`config.mk`:
```
export PLATFORM = sky130hd
export DESIGN_NAME = mem_port_arbiter
export DESIGN_NICKNAME = d
export VERILOG_FILES = /design/src/rtl/mem_port_arbiter.sv
export SDC_FILE = /design/constraint.sdc
export NUM_CORES = 1
export LEC_CHECK = 0
export CORE_AREA = 4 4 260 262
export CTS_CLUSTER_DIAMETER = 80
export DETAILED_ROUTE_END_ITERATION = 8
export DIE_AREA = 0 0 264 266
export HOLD_SLACK_MARGIN = 0.02
export PLACE_DENSITY = 0.39
export SKIP_LAST_GASP = 1
export SLEW_MARGIN = 0
export SYNTH_ARGS = -nofsm -noshare
export SYNTH_HDL_FRONTEND = slang
export SYNTH_SLANG_ARGS = --single-unit
```
`constraint.sdc`:
```
create_clock -name aclk -period 15.9 [get_ports aclk]
set_clock_uncertainty 0.05 [all_clocks]
set_input_delay 3.975 -clock aclk [delete_from_list [all_inputs] [get_ports aclk]]
set_output_delay 3.975 -clock aclk [all_outputs]
set_load 0.03 [all_outputs]
```
`src/rtl/mem_port_arbiter.sv`:
```
// mem_port_arbiter: round-robin sharing of the single CPU-side memory port
// among NUM_REQ requesters (0 = IM, 1 = DM, 2 = debug).
// Ports:
//   aclk, areset                    clock, async active-high reset
//   req_valid/write/addr/wdata/size per-requester command (packed, requester i in slice i)
//   req_done, req_err, rsp_rdata    one-hot completion/timeout pulse and read data to the winner
//   grant                           one-hot current owner
//   mem_read_request/write_request  one-cycle command pulses to the memory interface
//   mem_address/data_out/block_size latched command fields
//   mem_read_ready/write_finished   completion pulses, mem_data_in read data
//   timeout_sticky                  set on any timeout until reset
module mem_port_arbiter #(
    parameter int unsigned NUM_REQ        = 3,
    parameter int unsigned TIMEOUT_CYCLES = 1024,
    parameter int unsigned CNT_W          = 11
) (
    input  logic                   aclk,
    input  logic                   areset,
    input  logic [NUM_REQ-1:0]     req_valid,
    input  logic [NUM_REQ-1:0]     req_write,
    input  logic [NUM_REQ*64-1:0]  req_addr,
    input  logic [NUM_REQ*64-1:0]  req_wdata,
    input  logic [NUM_REQ*2-1:0]   req_size,
    output logic [NUM_REQ-1:0]     req_done,
    output logic [NUM_REQ-1:0]     req_err,
    output logic [63:0]            rsp_rdata,
    output logic [NUM_REQ-1:0]     grant,
    output logic                   mem_read_request,
    output logic                   mem_write_request,
    output logic [63:0]            mem_address,
    output logic [63:0]            mem_data_out,
    output logic [1:0]             mem_block_size,
    input  logic                   mem_read_ready,
    input  logic                   mem_write_finished,
    input  logic [63:0]            mem_data_in,
    output logic                   timeout_sticky
);

    localparam int unsigned ADDR_W = 64;
    localparam int unsigned DATA_W = 64;
    localparam int unsigned SIZE_W = 2;
    localparam int unsigned IDX_W  = (NUM_REQ > 1) ? $clog2(NUM_REQ) : 1;

    typedef enum logic [1:0] {IDLE, ISSUE, WAIT, RESP} state_t;

    state_t               state, state_nxt;
    logic [IDX_W-1:0]     rr_ptr, rr_ptr_nxt;
    logic                 cmd_write, cmd_write_nxt;
    logic [CNT_W-1:0]     cnt, cnt_nxt;

    logic [NUM_REQ-1:0]   req_done_nxt, req_err_nxt, grant_nxt;
    logic [DATA_W-1:0]    rsp_rdata_nxt;
    logic                 mem_read_request_nxt, mem_write_request_nxt;
    logic [ADDR_W-1:0]    mem_address_nxt;
    logic [DATA_W-1:0]    mem_data_out_nxt;
    logic [SIZE_W-1:0]    mem_block_size_nxt;
    logic                 timeout_sticky_nxt;

    logic                 win_found;
    logic [IDX_W-1:0]     win_idx, cand;
    logic                 win_write;
    logic [ADDR_W-1:0]    win_addr;
    logic [DATA_W-1:0]    win_wdata;
    logic [SIZE_W-1:0]    win_size;
    logic [NUM_REQ-1:0]   owner_onehot;
    logic                 cpl_hit;

    // Round-robin scan starting just after the last winner, with wrap
    always_comb begin
        win_found = 1'b0;
        win_idx   = '0;
        cand      = '0;
        for (int unsigned i = 1; i <= NUM_REQ; i++) begin
            cand = IDX_W'((32'(rr_ptr) + i) % NUM_REQ);
            if (!win_found && req_valid[cand]) begin
                win_found = 1'b1;
                win_idx   = cand;
            end
        end
    end

    // Select the winner's command fields
    always_comb begin
        win_write = 1'b0;
        win_addr  = '0;
        win_wdata = '0;
        win_size  = '0;
        for (int unsigned j = 0; j < NUM_REQ; j++) begin
            if (IDX_W'(j) == win_idx) begin
                win_write = req_write[j];
                win_addr  = req_addr[j*ADDR_W +: ADDR_W];
                win_wdata = req_wdata[j*DATA_W +: DATA_W];
                win_size  = req_size[j*SIZE_W +: SIZE_W];
            end
        end
    end

    // rr_ptr doubles as the current owner index while a transaction is in flight
    assign owner_onehot = {{(NUM_REQ-1){1'b0}}, 1'b1} << rr_ptr;
    assign cpl_hit      = cmd_write ? mem_write_finished : mem_read_ready;

    // Next-state and next-output logic
    always_comb begin
        state_nxt             = state;
        rr_ptr_nxt            = rr_ptr;
        cmd_write_nxt         = cmd_write;
        cnt_nxt               = cnt;
        grant_nxt             = grant;
        req_done_nxt          = '0;
        req_err_nxt           = '0;
        rsp_rdata_nxt         = rsp_rdata;
        mem_read_request_nxt  = 1'b0;
        mem_write_request_nxt = 1'b0;
        mem_address_nxt       = mem_address;
        mem_data_out_nxt      = mem_data_out;
        mem_block_size_nxt    = mem_block_size;
        timeout_sticky_nxt    = timeout_sticky;

        case (state)
            IDLE: begin
                grant_nxt = '0;
                if (win_found) begin
                    // Pulse is registered here so it is visible during ISSUE
                    rr_ptr_nxt            = win_idx;
                    cmd_write_nxt         = win_write;
                    grant_nxt             = {{(NUM_REQ-1){1'b0}}, 1'b1} << win_idx;
                    mem_address_nxt       = win_addr;
                    mem_data_out_nxt      = win_wdata;
                    mem_block_size_nxt    = win_size;
                    mem_read_request_nxt  = ~win_write;
                    mem_write_request_nxt = win_write;
                    state_nxt             = ISSUE;
                end
            end
            ISSUE: begin
                cnt_nxt   = '0;
                state_nxt = WAIT;
            end
            WAIT: begin
                cnt_nxt = cnt + CNT_W'(1);
                // Completion takes priority over a same-cycle timeout
                if (cpl_hit) begin
                    req_done_nxt = owner_onehot;
                    if (!cmd_write) begin
                        rsp_rdata_nxt = mem_data_in;
                    end
                    state_nxt = RESP;
                end else if (cnt == CNT_W'(TIMEOUT_CYCLES - 1)) begin
                    req_done_nxt       = owner_onehot;
                    req_err_nxt        = owner_onehot;
                    timeout_sticky_nxt = 1'b1;
                    state_nxt          = RESP;
                end
            end
            RESP: begin
                grant_nxt = '0;
                state_nxt = IDLE;
            end
            default: begin
                state_nxt = IDLE;
            end
        endcase
    end

    // State and registered outputs
    always_ff @(posedge aclk or posedge areset) begin
        if (areset) begin
            state             <= IDLE;
            rr_ptr            <= IDX_W'(NUM_REQ - 1);
            cmd_write         <= 1'b0;
            cnt               <= '0;
            grant             <= '0;
            req_done          <= '0;
            req_err           <= '0;
            rsp_rdata         <= '0;
            mem_read_request  <= 1'b0;
            mem_write_request <= 1'b0;
            mem_address       <= '0;
            mem_data_out      <= '0;
            mem_block_size    <= '0;
            timeout_sticky    <= 1'b0;
        end else begin
            state             <= state_nxt;
            rr_ptr            <= rr_ptr_nxt;
            cmd_write         <= cmd_write_nxt;
            cnt               <= cnt_nxt;
            grant             <= grant_nxt;
            req_done          <= req_done_nxt;
            req_err           <= req_err_nxt;
            rsp_rdata         <= rsp_rdata_nxt;
            mem_read_request  <= mem_read_request_nxt;
            mem_write_request <= mem_write_request_nxt;
            mem_address       <= mem_address_nxt;
            mem_data_out      <= mem_data_out_nxt;
            mem_block_size    <= mem_block_size_nxt;
            timeout_sticky    <= timeout_sticky_nxt;
        end
    end

endmodule

```
Yosys cells after proc, flatten, opt, wreduce, memory -nomap -nowiden
Cells that the tools add are included.
{"block": "totals", "reg_bits": 222, "out_inout_bits": 206, "word_cells": 90}
{"block": "classes", "add_sub_neg": 4, "div_mod_pow": 3, "magnitude_cmp": 3, "n_eq_ne": 8, "shift": 2, "n_mux": 41, "bitwise_logic": 3, "reduce_logical": 12}
{"operator": "$mux 64", "count": 6}
{"operator": "$mod 32x2->32 const B", "count": 3}
{"operator": "$pmux 11 s2", "count": 1}
{"operator": "$mux 2", "count": 9}
{"operator": "$mux 3", "count": 6}
{"operator": "$mux 1", "count": 14}
{"operator": "$add 11x1->11 const B", "count": 1}
{"operator": "$eq 11x10->1 const B", "count": 1}
{"operator": "$lt 2x3->1 const B", "count": 3}
{"operator": "$pmux 2 s4", "count": 1}
{"operator": "$add 2x2->3 const B", "count": 2}
{"operator": "$bmux 1 s2", "count": 3}
{"operator": "$pmux 3 s2", "count": 1}
{"operator": "$reduce_and 3->1", "count": 2}
{"operator": "$shl 1x2->3 const A", "count": 2}
{"operator": "$eq 2x2->1 const B", "count": 2}
{"operator": "$logic_not 2->1", "count": 2}
{"operator": "$reduce_and 2->1", "count": 2}
{"operator": "$reduce_bool 2->1", "count": 2}
{"operator": "$add 2x1->3 const B", "count": 1}
{"operator": "$ne 3x3->1 const B", "count": 1}
{"operator": "$not 1->1", "count": 3}
{"operator": "$eq 1x2->1 const A", "count": 1}
{"operator": "$eq 2x1->1 const B", "count": 1}
{"operator": "other kinds (4)", "count": 6}

Longest topological paths before layout
Gate-level depths: netlist of run 1.
{"block": "logic_depth", "depth_word": 18, "ltp_mapped": 12, "depth_no_buf": 8}

Worst setup path before layout of run 1
OpenSTA, ideal clock, no wires.
{"block": "synth_timing", "path_kind": "input-to-reg", "start": "input port req_valid[1]", "end": "register mem_data_out[14]", "arrival_ns": 5.535, "setup_slack_ns": 10.182, "stages": 9, "path_buffers": 3, "path_cell_list": "clkbuf_1 -> mux2_4 -> nand2_2 -> nand2_2 -> o31ai_4 -> buf_8 -> buf_8 -> mux2i_1 -> a211oi_2"}
{"block": "synth_via", "elab_chain_len": 13, "word_cells_on_any_way": 23, "cone_classes": "2 x eq/ne; 15 x mux; 6 x reduce/logical"}
{"item": "from (decl)", "line": "19", "rtl": "input logic [NUM_REQ-1:0] req_valid,"}
{"item": "$bmux 1 s2", "line": "75", "rtl": "if (!win_found && req_valid[cand]) begin"}
{"item": "$mux 1 (not written as such)", "line": "75"}
{"item": "$mux 1", "line": "75"}
{"item": "$logic_not 1->1", "line": "75"}
{"item": "$logic_and 1x1->1", "line": "75"}
{"item": "$mux 1", "line": "75"}
{"item": "$logic_not 1->1", "line": "75"}
{"item": "$logic_and 1x1->1", "line": "75"}
{"item": "$mux 2", "line": "75"}
{"item": "$logic_not 2->1", "line": "89", "rtl": "if (IDX_W'(j) == win_idx) begin"}
{"item": "$mux 64 (3 in a row)", "line": "89"}
{"item": "to (signal assigned)", "line": "194", "rtl": "mem_data_out <= mem_data_out_nxt;"}
{"item": "to (decl)", "line": "31", "rtl": "output logic [63:0] mem_data_out,"}
Several ways; a longest one is shown, not always the timed one. The select of a mux whose other input is x is not followed.
A chain may end at the register's enable or synchronous reset.

Final worst setup path of run 1
{"block": "layout_timing", "start": "input port req_valid[1]", "end": "register mem_address[46]"}
{"block": "layout_via", "elab_chain_len": 13, "word_cells_on_any_way": 23, "cone_classes": "2 x eq/ne; 15 x mux; 6 x reduce/logical"}
{"item": "$bmux 1 s2", "line": "75"}
{"item": "$mux 1 (not written as such)", "line": "75"}
{"item": "$mux 1", "line": "75"}
{"item": "$logic_not 1->1", "line": "75"}
{"item": "$logic_and 1x1->1", "line": "75"}
{"item": "$mux 1", "line": "75"}
{"item": "$logic_not 1->1", "line": "75"}
{"item": "$logic_and 1x1->1", "line": "75"}
{"item": "$mux 2", "line": "75"}
{"item": "$logic_not 2->1", "line": "89"}
{"item": "$mux 64 (3 in a row)", "line": "89"}
{"item": "to (signal assigned)", "line": "193", "rtl": "mem_address <= mem_address_nxt;"}
{"item": "to (decl)", "line": "30", "rtl": "output logic [63:0] mem_address,"}
Several ways; a longest one is shown, not always the timed one. The select of a mux whose other input is x is not followed.

==> results of run 1 <==
==> worst max-delay path: cells and delay by family <==
kind / cells / cell delay, ns
buffers and inverters: 3 / 2.01
multiplexers: 1 / 0.33
AND/OR/NAND/NOR: 2 / 0.23
AO/OA/AOI/OAI: 3 / 0.56
==> sequential cells by signal (all words and copies together), names as in the netlist <==
signal,cells
cmd_write,1
rr_ptr,2
state,2
grant,3
mem_block_size,2
rsp_rdata,64
cnt,11
timeout_sticky,1
mem_read_request,1
mem_data_out,64
mem_address,64
mem_write_request,1
req_done,3
req_err,3
==> logic make-up after synthesis <==
| group | Yosys count | synth area share |
|---|---|---|
| and+or+nand+nor | 285 | 0.112 |
| adders and majority gates | 9 | 0.0101 |
| buffers and inverters | 97 | 0.0466 |
| DFF | 222 | 0.500 |
| AOI/OAI and AO/OA | 254 | 0.177 |
| xor gates and xnor gates | 3 | 0.00236 |
| muxes | 160 | 0.152 |
==> placed cells by master (no fill, tap or decap), drive strengths merged, types with 2 or more instances in the layout <==
cell type / instances
nand2: 59
mux2: 65
o21ai: 92
o31ai: 6
a21oi: 6
a22o: 4
and2: 3
nand3: 8
nor2: 108
clkinvlp: 2
clkinv: 7
o41ai: 2
o221ai: 2
mux2i: 95
and3: 5
dfrtp: 221
clkdlybuf4s50: 669
inv: 14
o22ai: 38
o21a: 3
xnor2: 2
o31a: 2
clkbuf: 44
diode: 5
nor3: 96
ha: 9
a32oi: 2
buf: 15
a211oi: 91
==> per-stage QoR <==
step                      cell area (sq um)  hold slack (ns)  power [mW]
after CTS                             19500            0.430        4.26
after global placement                18600            0.413        3.56
final                                 19500            0.428        4.16
after global routing                  19500            0.448        4.44
after floorplan                       11100            0.394        2.53
after detailed placement              18600            0.416        3.58
==> metal layers <==
layer | track usage | wire [um]
met5 | 0 | 38
met4 | 0.0390 | 1160
met3 | 0.0438 | 4120
met2 | 0.261 | 27800
met1 | 0.176 | 22100
==> where the power goes <==
group	leakage [nW]	switching (mW)	internal (mW)	total (mW)
sequential	2.62	0.145	0.842	0.987
clock	0.466	0.270	0.383	0.653
combinational	4.36	1.55	0.978	2.52
==> final cells by class <==
cell class | instances | area share
repair buffers | 684 | 0.349
well taps | 864 | 0.0553
clock inverters | 10 | 0.00301
diodes | 5 | 0.000641
clock buffers | 44 | 0.0453
inverters | 13 | 0.00288
flip-flops and latches | 222 | 0.284
multi-input cells | 711 | 0.260
==> how the worst min path moves through the flow <==
stage / from / to / slack [ns] / cells after the start
finish: timeout_sticky / timeout_sticky / 0.43 / 1
global route: timeout_sticky / timeout_sticky / 0.45 / 1
CTS: timeout_sticky / timeout_sticky / 0.43 / 1
detailed placement: timeout_sticky / timeout_sticky / 0.42 / 1
global placement: timeout_sticky / timeout_sticky / 0.41 / 1
floorplan: cnt[4] / cnt[4] / 0.39 / 1
==> qor.yml, run 1 <==
place_inst: 2494
worstPathMaxFanout: 68
nFillCells: 6778
syn_area_sq_um: 11100
core_area_sq_um: 65400
cpMostUsedCell: "buf_4"
grtUsageTotal: 0.148
io_pins: 670
ys_warn_count: 0
drc_errors: 0
antenna_found_initial: 9
r2r_cells: 10
crit_type: "input port to flip-flop"
worstReg2RegEnd: "mem_address[46]"
vias: 10600
post-route-period-util: 0.438
powerDensity_nw_per_um2: 213
worstMarginPinSlew_ns: 0.977
cts-resized-gates: 0
grt_pass1_vias: 11500
tritoncts: "yes"
ff2ff_setup_slack_ns: 11.80
yosysSeqAreaShare: 0.500
worstSetupStartpoint: "req_valid[1]"
yosysMostFrequentCell: "dfrtp_1"
numCtsBuffers: 31
hp-class: "flip-flop to flip-flop"
drive_gt1_frac: 0.119
dr.pass1.iters: 4
p_leak_nw: 7.44
final.setup.tns_ns: 0
multi_input_comb_area_sq_um: 5070
synth_area_leaders: "dfrtp_1 50%, mux2i_1 8.6%, a211oi_2 6.5%, mux2_2 6.5%, nor3_1 4.3%"
clock_latency_ns: 0.55
slew_violations: 0
cp_slowest_cell: "buf_4"
viasPerCell: 4.14
yosysUniqueCellTypes: 49
period_minus_slack_ns: 6.96
nets: 2136
cts_sinks: 222
synth_top_area_frac: 0.498
clk_path_buf_depth: 3
max_freq_mhz: 144
regArea_sq_um: 5560
grt_max_degree: 104
drt_iter0_markers: 394
synth_flop_cell: "dfrtp_1"
setup_ws_ns: 8.94
final_util: 0.299
grt_pass1_wl_um: 79300
path_cells: "clkdlybuf4s50_1, mux2_4, nand2_2, o211ai_4, o31ai_4, buf_4, buf_4, nor3_1, a211oi_1"
rsz0062_at_grt: "no"
gp_congestion: 0.819
num_rows: 94
layoutNonFillerInstCount: 2553
die_x_um: 264
worstPathArrival_ns: 7.37
worstSetupStartpointType: "input port"
async_flop_share: 1.00
drv_cap: 0
crit_path_end_kind: "flip-flop"
critPathRequiredTime_ns: 16.31
hold_buffers: 0
syn_area_per_cell_sq_um: 10.8
r2r-start: "rr_ptr[1]"
max_stage_delay_ns: 0.79
post_cts_buffers: 0
setup_violations: 0
die-area_sq_um: 70200
synth_largest_area_cell: "dfrtp_1"
finalWirelength_um: 55200
postRouteAntennaNets: 0
path_clk_slew_ns: 0.05
synth_edf_count: 0
finalHoldViolCount: 0
overflow: 0
initial_core_util: 0.170
syn-num-nets: 1503
synthTopCellsByCount: "221 x dfrtp_1, 108 x nor2_1, 96 x nor3_1, 95 x mux2i_1, 64 x mux2_2"
syn_inst: 1030
wl_per_cell_um: 21.6
worstSetupEndpoint: "mem_address[46]"
syn_to_final_growth_pct: 75.7
relSlewSlack: 0.349
dpl.hpwl_um: 41100
dieHeight_um: 266
pre_cts_ws_ns: 8.25
synth-seq-cells: 222
cts_root_buf: "clkbuf_16"
status: "complete, no violations"
htreeDepth: 1
port_buffers: 669
peakVddDrop_mv: 0.106
(Power assumes the default switching activity.)
==> run 2: changes to the inputs <==
--- a/config.mk
+++ b/config.mk
@@ -5,12 +5,12 @@
 export SDC_FILE = /design/constraint.sdc
 export NUM_CORES = 1
 export LEC_CHECK = 0
-export CORE_AREA = 4 4 260 262
+export CORE_AREA = 4 4 256 258
 export CTS_CLUSTER_DIAMETER = 80
 export DETAILED_ROUTE_END_ITERATION = 8
-export DIE_AREA = 0 0 264 266
+export DIE_AREA = 0 0 260 262
 export HOLD_SLACK_MARGIN = 0.02
-export PLACE_DENSITY = 0.39
+export PLACE_DENSITY = 0.41
 export SKIP_LAST_GASP = 1
 export SLEW_MARGIN = 0
 export SYNTH_ARGS = -nofsm -noshare
==> constraint.sdc (replaced) <==
create_clock -name aclk -period 6.05 [get_ports aclk]
set_clock_uncertainty 0.05 [all_clocks]
set_input_delay 1.5125 -clock aclk [delete_from_list [all_inputs] [get_ports aclk]]
set_output_delay 1.5125 -clock aclk [all_outputs]
set_load 0.03 [all_outputs]
==> run 2 against run 1 <==
  * Routed wire length shrank 0.77%
  * Clock-buffer cell count shrank 1
  * Critical path type unchanged
  * Sequential cell count is the same
  * Register-to-register slack lost 9.1 ns
  * Die area shrank 3.0%
  * Combinational power grew to 2.6 times the previous value
  * Sequential share of layout area shrank 0.27 points
  * Power grew to 2.7 times the previous value
  * Worst setup slack lost 6.7 ns
  * Critical path depth shrank 2
  * Largest power group unchanged
  * First-iteration DRC count shrank 18%
==> qor.yml, run 2 (synthesis results as in run 1) <==
final.setup.tns_ns: 0  # unchanged
max_stage_delay_ns: 0.66  # -0.13 ns
wl_per_cell_um: 21.7  # +0.17%
post_cts_buffers: 0  # unchanged
drc_errors: 0  # unchanged
path_cells: "clkdlybuf4s50_1, mux2i_1, o211ai_4, o21ai_1, nor2_4, buf_12, a211oi_1"
cp_slowest_cell: "nor2_4"
dpl.hpwl_um: 41500  # +0.91%
relSlewSlack: 0.324  # -0.0248
grt_pass1_wl_um: 77600  # -2.2%
hold_depth: 1  # unchanged
place_inst: 2473  # -0.84%
worstMarginPinSlew_ns: 1.01  # +0.0334 ns
postPlaceCellArea_sq_um: 18600  # +0.32%
die-area_sq_um: 68100  # -3.0%
max_freq_mhz: 262
total_power_mw: 11.2  # +170%
tritoncts: "yes"
worstReg2RegEnd: "mem_address[33]"
overflow: 0  # unchanged
largestRegisters: "mem_address: 64 flops, mem_data_out: 64 flops, rsp_rdata: 64 flops"
final_util: 0.313  # +0.0145
critPathRequiredTime_ns: 6.39  # -9.92 ns
port_buffers: 669  # unchanged
slew_violations: 0  # unchanged
ff2ff_setup_slack_ns: 2.73  # -9.07 ns
gp_congestion: 0.775  # -5.4%
grtUsageTotal: 0.152  # +0.00383
nets: 2136  # unchanged
cts_root_buf: "clkbuf_16"
initial_core_util: 0.177  # +0.00655
grt_max_degree: 133  # +28%
die_x_um: 260  # -1.5%
crit_family: "buffers and inverters"
postLayoutCellArea_sq_um: 19700  # +0.95%
setup_violations: 0  # unchanged
final_common_cell: "clkdlybuf4s50_1"
numCtsBuffers: 34  # +9.7%
path_clk_slew_ns: 0.05  # about the same
finalWirelength_um: 54800  # -0.77%
rsz0062_at_grt: "no"
p_leak_nw: 7.51  # +0.92%
finalHoldViolCount: 0  # unchanged
vias: 10600  # +0.32%
cts_sinks: 222  # unchanged
hp-class: "flip-flop to flip-flop"
crit_type: "input port to flip-flop"
syn_to_final_growth_pct: 77.4
path_buf_inv: 2  # -1
layoutNonFillerInstCount: 2529  # -0.94%
clock_latency_ns: 0.54  # about the same
whs_endpoint: "timeout_sticky"
core_area_sq_um: 63000  # -3.7%
peakVddDrop_mv: 0.380  # +260%
io_pins: 670  # unchanged
drv_cap: 0  # unchanged
cts-resized-gates: 0  # unchanged
worstSetupStartpointType: "input port"
hold_buffers: 0  # unchanged
powerDensity_nw_per_um2: 566  # +170%
r2r-start: "rr_ptr[1]"
drt_iter0_markers: 323  # -18%
viasPerCell: 4.19  # +1.3%
crit_path_end_kind: "flip-flop"
drive_gt1_frac: 0.118  # -0.000977
postRouteAntennaNets: 0  # unchanged
post-route-period-util: 0.631
worstPathArrival_ns: 4.15  # -3.22 ns
antenna_found_initial: 5  # -4
status: "complete, no violations"
num_rows: 92  # -2.1%
layout_common_cells: "669 x clkdlybuf4s50_1, 221 x dfrtp_1, 107 x nor2_1, 96 x nor3_1, 95 x mux2i_1"
period_minus_slack_ns: 3.82
holdCritStartpoint: "timeout_sticky"
htreeDepth: 2  # +1
clk_path_buf_depth: 3  # unchanged
r2r_cells: 8  # -2
dr.pass1.iters: 4  # unchanged
grt_pass1_vias: 11400  # -0.73%
dieHeight_um: 262  # -1.5%
worstPathMaxFanout: 46  # -32%
[run 2: routing by layer]
metal / vias up / share of wire / track usage
li1: 5012 / - / -
met1: 5109 / 0.38 / 0.172
met2: 410 / 0.51 / 0.274
met3: 56 / 0.085 / 0.0517
met4: 4 / 0.021 / 0.0388
met5: - / 0.00049 / 0
[run 2: area by class of cell]
cell class              count  area [sq um]
clock inverters            11           163
flip-flops and latches    222          5560
diodes                      2          5.00
inverters                  13          52.6
fillers                  6500         43200
multi-input cells         711          5080
repair buffers            681          6890
well taps                 846          1060
clock buffers              43           915
[run 2: per-stage QoR]
stage,setup WS [ns],hold slack [ns]
6_report,2.23,0.430
5_1_grt,2.07,0.448
4_1_cts,2.27,0.427
3_5_place_dp,1.70,0.415
3_3_place_gp,1.78,0.411
2_1_floorplan,1.59,0.394
[run 2: how the worst max path moves through the flow]
stage / startpoint / end / cells after the start
3_5_place_dp: req_valid[1] / mem_address[33] / 7
6_report: req_valid[1] / mem_address[33] / 7
4_1_cts: req_valid[1] / mem_address[33] / 7
5_1_grt: req_valid[1] / mem_address[13] / 7
2_1_floorplan: areset / cmd_write / 1
3_3_place_gp: req_valid[1] / mem_address[33] / 7
[run 2: power breakdown]
part	switching, mW	total, mW	internal (mW)
Combinational	4.04	6.65	2.61
Sequential	0.382	2.60	2.21
Clock	0.757	1.92	1.16
[run 2: worst reg2reg max path, delay by kind of cell, from the launching register on]
family,cells,cell delay (ns)
buf+inv,2,0.47
fa+ha+maj,1,0.50
simple gates,1,0.66
compound gates,3,0.77
flops,1,0.54
mux,1,0.18
==> run 3: changes to the inputs <==
==> constraint.sdc (replaced) <==
create_clock -name aclk -period 3.45 [get_ports aclk]
set_clock_uncertainty 0.05 [all_clocks]
set_input_delay 0.8625 -clock aclk [delete_from_list [all_inputs] [get_ports aclk]]
set_output_delay 0.8625 -clock aclk [all_outputs]
set_load 0.03 [all_outputs]
==> run 3 against run 2 <==
  * Sequential share of layout area is 0.64 points lower
  * Cell count is 1.7% higher
  * Worst setup slack worse by 1.9 ns
  * Largest cell class unchanged
  * Combinational power is 83% higher
  * Core utilization is 0.73 points higher
  * Hold slack better by 0.0052 ns
  * Clock power is 76% higher
  * Register-to-register slack worse by 2.4 ns
  * Routed wire length is 5.1% higher
  * Global-route usage is 0.66 points higher
  * Die area stayed put
  * Critical path depth is 2 higher
==> qor.yml, run 3 (synthesis results as in run 1) <==
worstPathArrival_ns: 3.48  # -0.67 ns
regArea_sq_um: 5560  # unchanged
crit_type: "flip-flop to flip-flop"
tritoncts: "yes"
num_rows: 92  # unchanged
overflow: 0  # unchanged
numCtsBuffers: 34  # unchanged
core_area_sq_um: 63000  # unchanged
post_cts_buffers: 0  # unchanged
cts_root_buf: "clkbuf_16"
io_pins: 670  # unchanged
largestRegisters: "mem_address: 64 flops, mem_data_out: 64 flops, rsp_rdata: 64 flops"
setup_ws_ns: 0.327  # -1.91 ns
drt_iter0_markers: 441  # +37%
path_clk_slew_ns: 0.05  # about the same
gp_congestion: 0.780  # +0.65%
drc_errors: 0  # unchanged
vias: 10900  # +2.8%
hold_buffers: 0  # unchanged
path_buf_inv: 2  # unchanged
rsz0062_at_grt: "no"
total_power_mw: 20.1  # +80%
grt_max_degree: 86  # -35%
wl_met3_um: 4660  # +0.50%
multi_input_comb_area_sq_um: 5080  # unchanged
grtUsageTotal: 0.158  # +0.00664
pre_cts_ws_ns: 0.0263  # -1.67 ns
htreeDepth: 2  # unchanged
met2_length_um: 29500  # +4.6%
cp_slowest_cell: "dfstp_2"
die-area_sq_um: 68100  # unchanged
post-route-period-util: 0.905
clk_path_buf_depth: 3  # unchanged
die_x_um: 260  # unchanged
drive_gt1_frac: 0.136  # +0.0174
relSlewSlack: 0.616  # +0.292
hp-class: "flip-flop to flip-flop"
nFillCells: 6518  # +0.28%
worstSetupStartpointType: "flip-flop"
p_leak_nw: 7.76  # +3.3%
nets: 2173  # +1.7%
grt_pass1_vias: 11700  # +3.2%
initial_core_util: 0.177  # unchanged
dr.pass1.iters: 4  # unchanged
crit_family: "compound AO/OA/AOI/OAI gates"
critPathRequiredTime_ns: 3.80  # -2.59 ns
grt_pass1_wl_um: 80600  # +3.8%
layout_common_cells: "669 x clkdlybuf4s50_1, 221 x dfrtp_1, 107 x nor2_1, 96 x nor3_1, 95 x mux2i_1"
path_cells: "inv_1, ha_1, and2_1, o21ai_2, nand2_2, o31ai_4, buf_12, mux2i_1, a211oi_1"
cts-resized-gates: 0  # unchanged
dieHeight_um: 262  # unchanged
finalWirelength_um: 57600  # +5.1%
viasPerCell: 4.23  # +1.1%
wl_per_cell_um: 22.4  # +3.3%
period_minus_slack_ns: 3.12
status: "complete, no violations"
syn_to_final_growth_pct: 81.5
final.setup.tns_ns: 0  # unchanged
max_stage_delay_ns: 0.53  # -0.13 ns
powerDensity_nw_per_um2: 997  # +76%
dpl.hpwl_um: 44500  # +7.3%
wirelength_met1_um: 22300  # +7.0%
cts_sinks: 222  # unchanged
dr.max_layer_used: "met5"
postRouteAntennaNets: 0  # unchanged
setup_violations: 0  # unchanged
port_buffers: 669  # unchanged
crit_path_end_kind: "flip-flop"
slew_violations: 0  # unchanged
worstPathMaxFanout: 30  # -35%
finalHoldViolCount: 0  # unchanged
clock_latency_ns: 0.53  # about the same
worstMarginPinSlew_ns: 0.576  # -0.434 ns
final_util: 0.320  # +0.00729
antenna_found_initial: 7  # +2
final_common_cell: "clkdlybuf4s50_1"
max_freq_mhz: 320
drv_cap: 0  # unchanged
peakVddDrop_mv: 0.764  # +100%
==> run 3: cell count changes in the layout (fill, tap and decap cells not counted), sizes merged <==
cell / delta
clkbuf: +7
diode: +2
clkinv: -3
inv: +2
buf: +37
clkinvlp: -1
==> run 3: where the power goes <==
group | switching, mW | internal (mW) | total (mW)
sequential | 0.704 | 3.88 | 4.59
clock | 1.33 | 2.05 | 3.38
combinational | 7.20 | 4.95 | 12.2
total | 9.23 | 10.9 | 20.1
==> run 3: layout make-up <==
cell class,count,share of cell area
repair buffers,718,0.364
flip-flops and latches,222,0.275
multi-input cells,711,0.252
well taps,846,0.0525
clock buffers,50,0.0466
clock inverters,9,0.00620
inverters,13,0.00260
diodes,4,0.000496
==> run 3: worst paths after layout <==
check | from | slack (ns) | end | cells past startpoint
setup / recovery | rr_ptr[1] | 0.33 | mem_address[54] | 9
hold / removal | mem_data_out[44] | 0.44 | mem_data_out[44] | 2
setup reg to reg | rr_ptr[1] | 0.33 | mem_address[54] | 9
hold reg to reg | mem_data_out[44] | 0.44 | mem_data_out[44] | 2
max in group asynchronous | areset | 1.96 | rr_ptr[1] | 4
min in group asynchronous | areset | 0.62 | rsp_rdata[44] | 2
==> run 3: worst reg2reg max path, stage by stage (launching register included) <==
cell and delay [ns]:
dfstp_2 0.53, inv_1 0.08, ha_1 0.43, and2_1 0.24
o21ai_2 0.24, nand2_2 0.12, o31ai_4 0.41, buf_12 0.27
mux2i_1 0.49, a211oi_1 0.14
==> run 3: metal layers <==
metal  track usage  up-vias
met3        0.0497       66
li1              -     5099
met1         0.184     5298
met2         0.284      425
met4        0.0405        4
met5             0        -
==> run 3: per-stage QoR <==
stage	instances	cell area, sq um	hold WS, ns
after detailed placement	2510	19100	0.428
final	2573	20200	0.436
after global placement	2510	19100	0.412
after global routing	2572	20200	0.454
after CTS	2569	20200	0.440
after floorplan	1030	11100	0.394
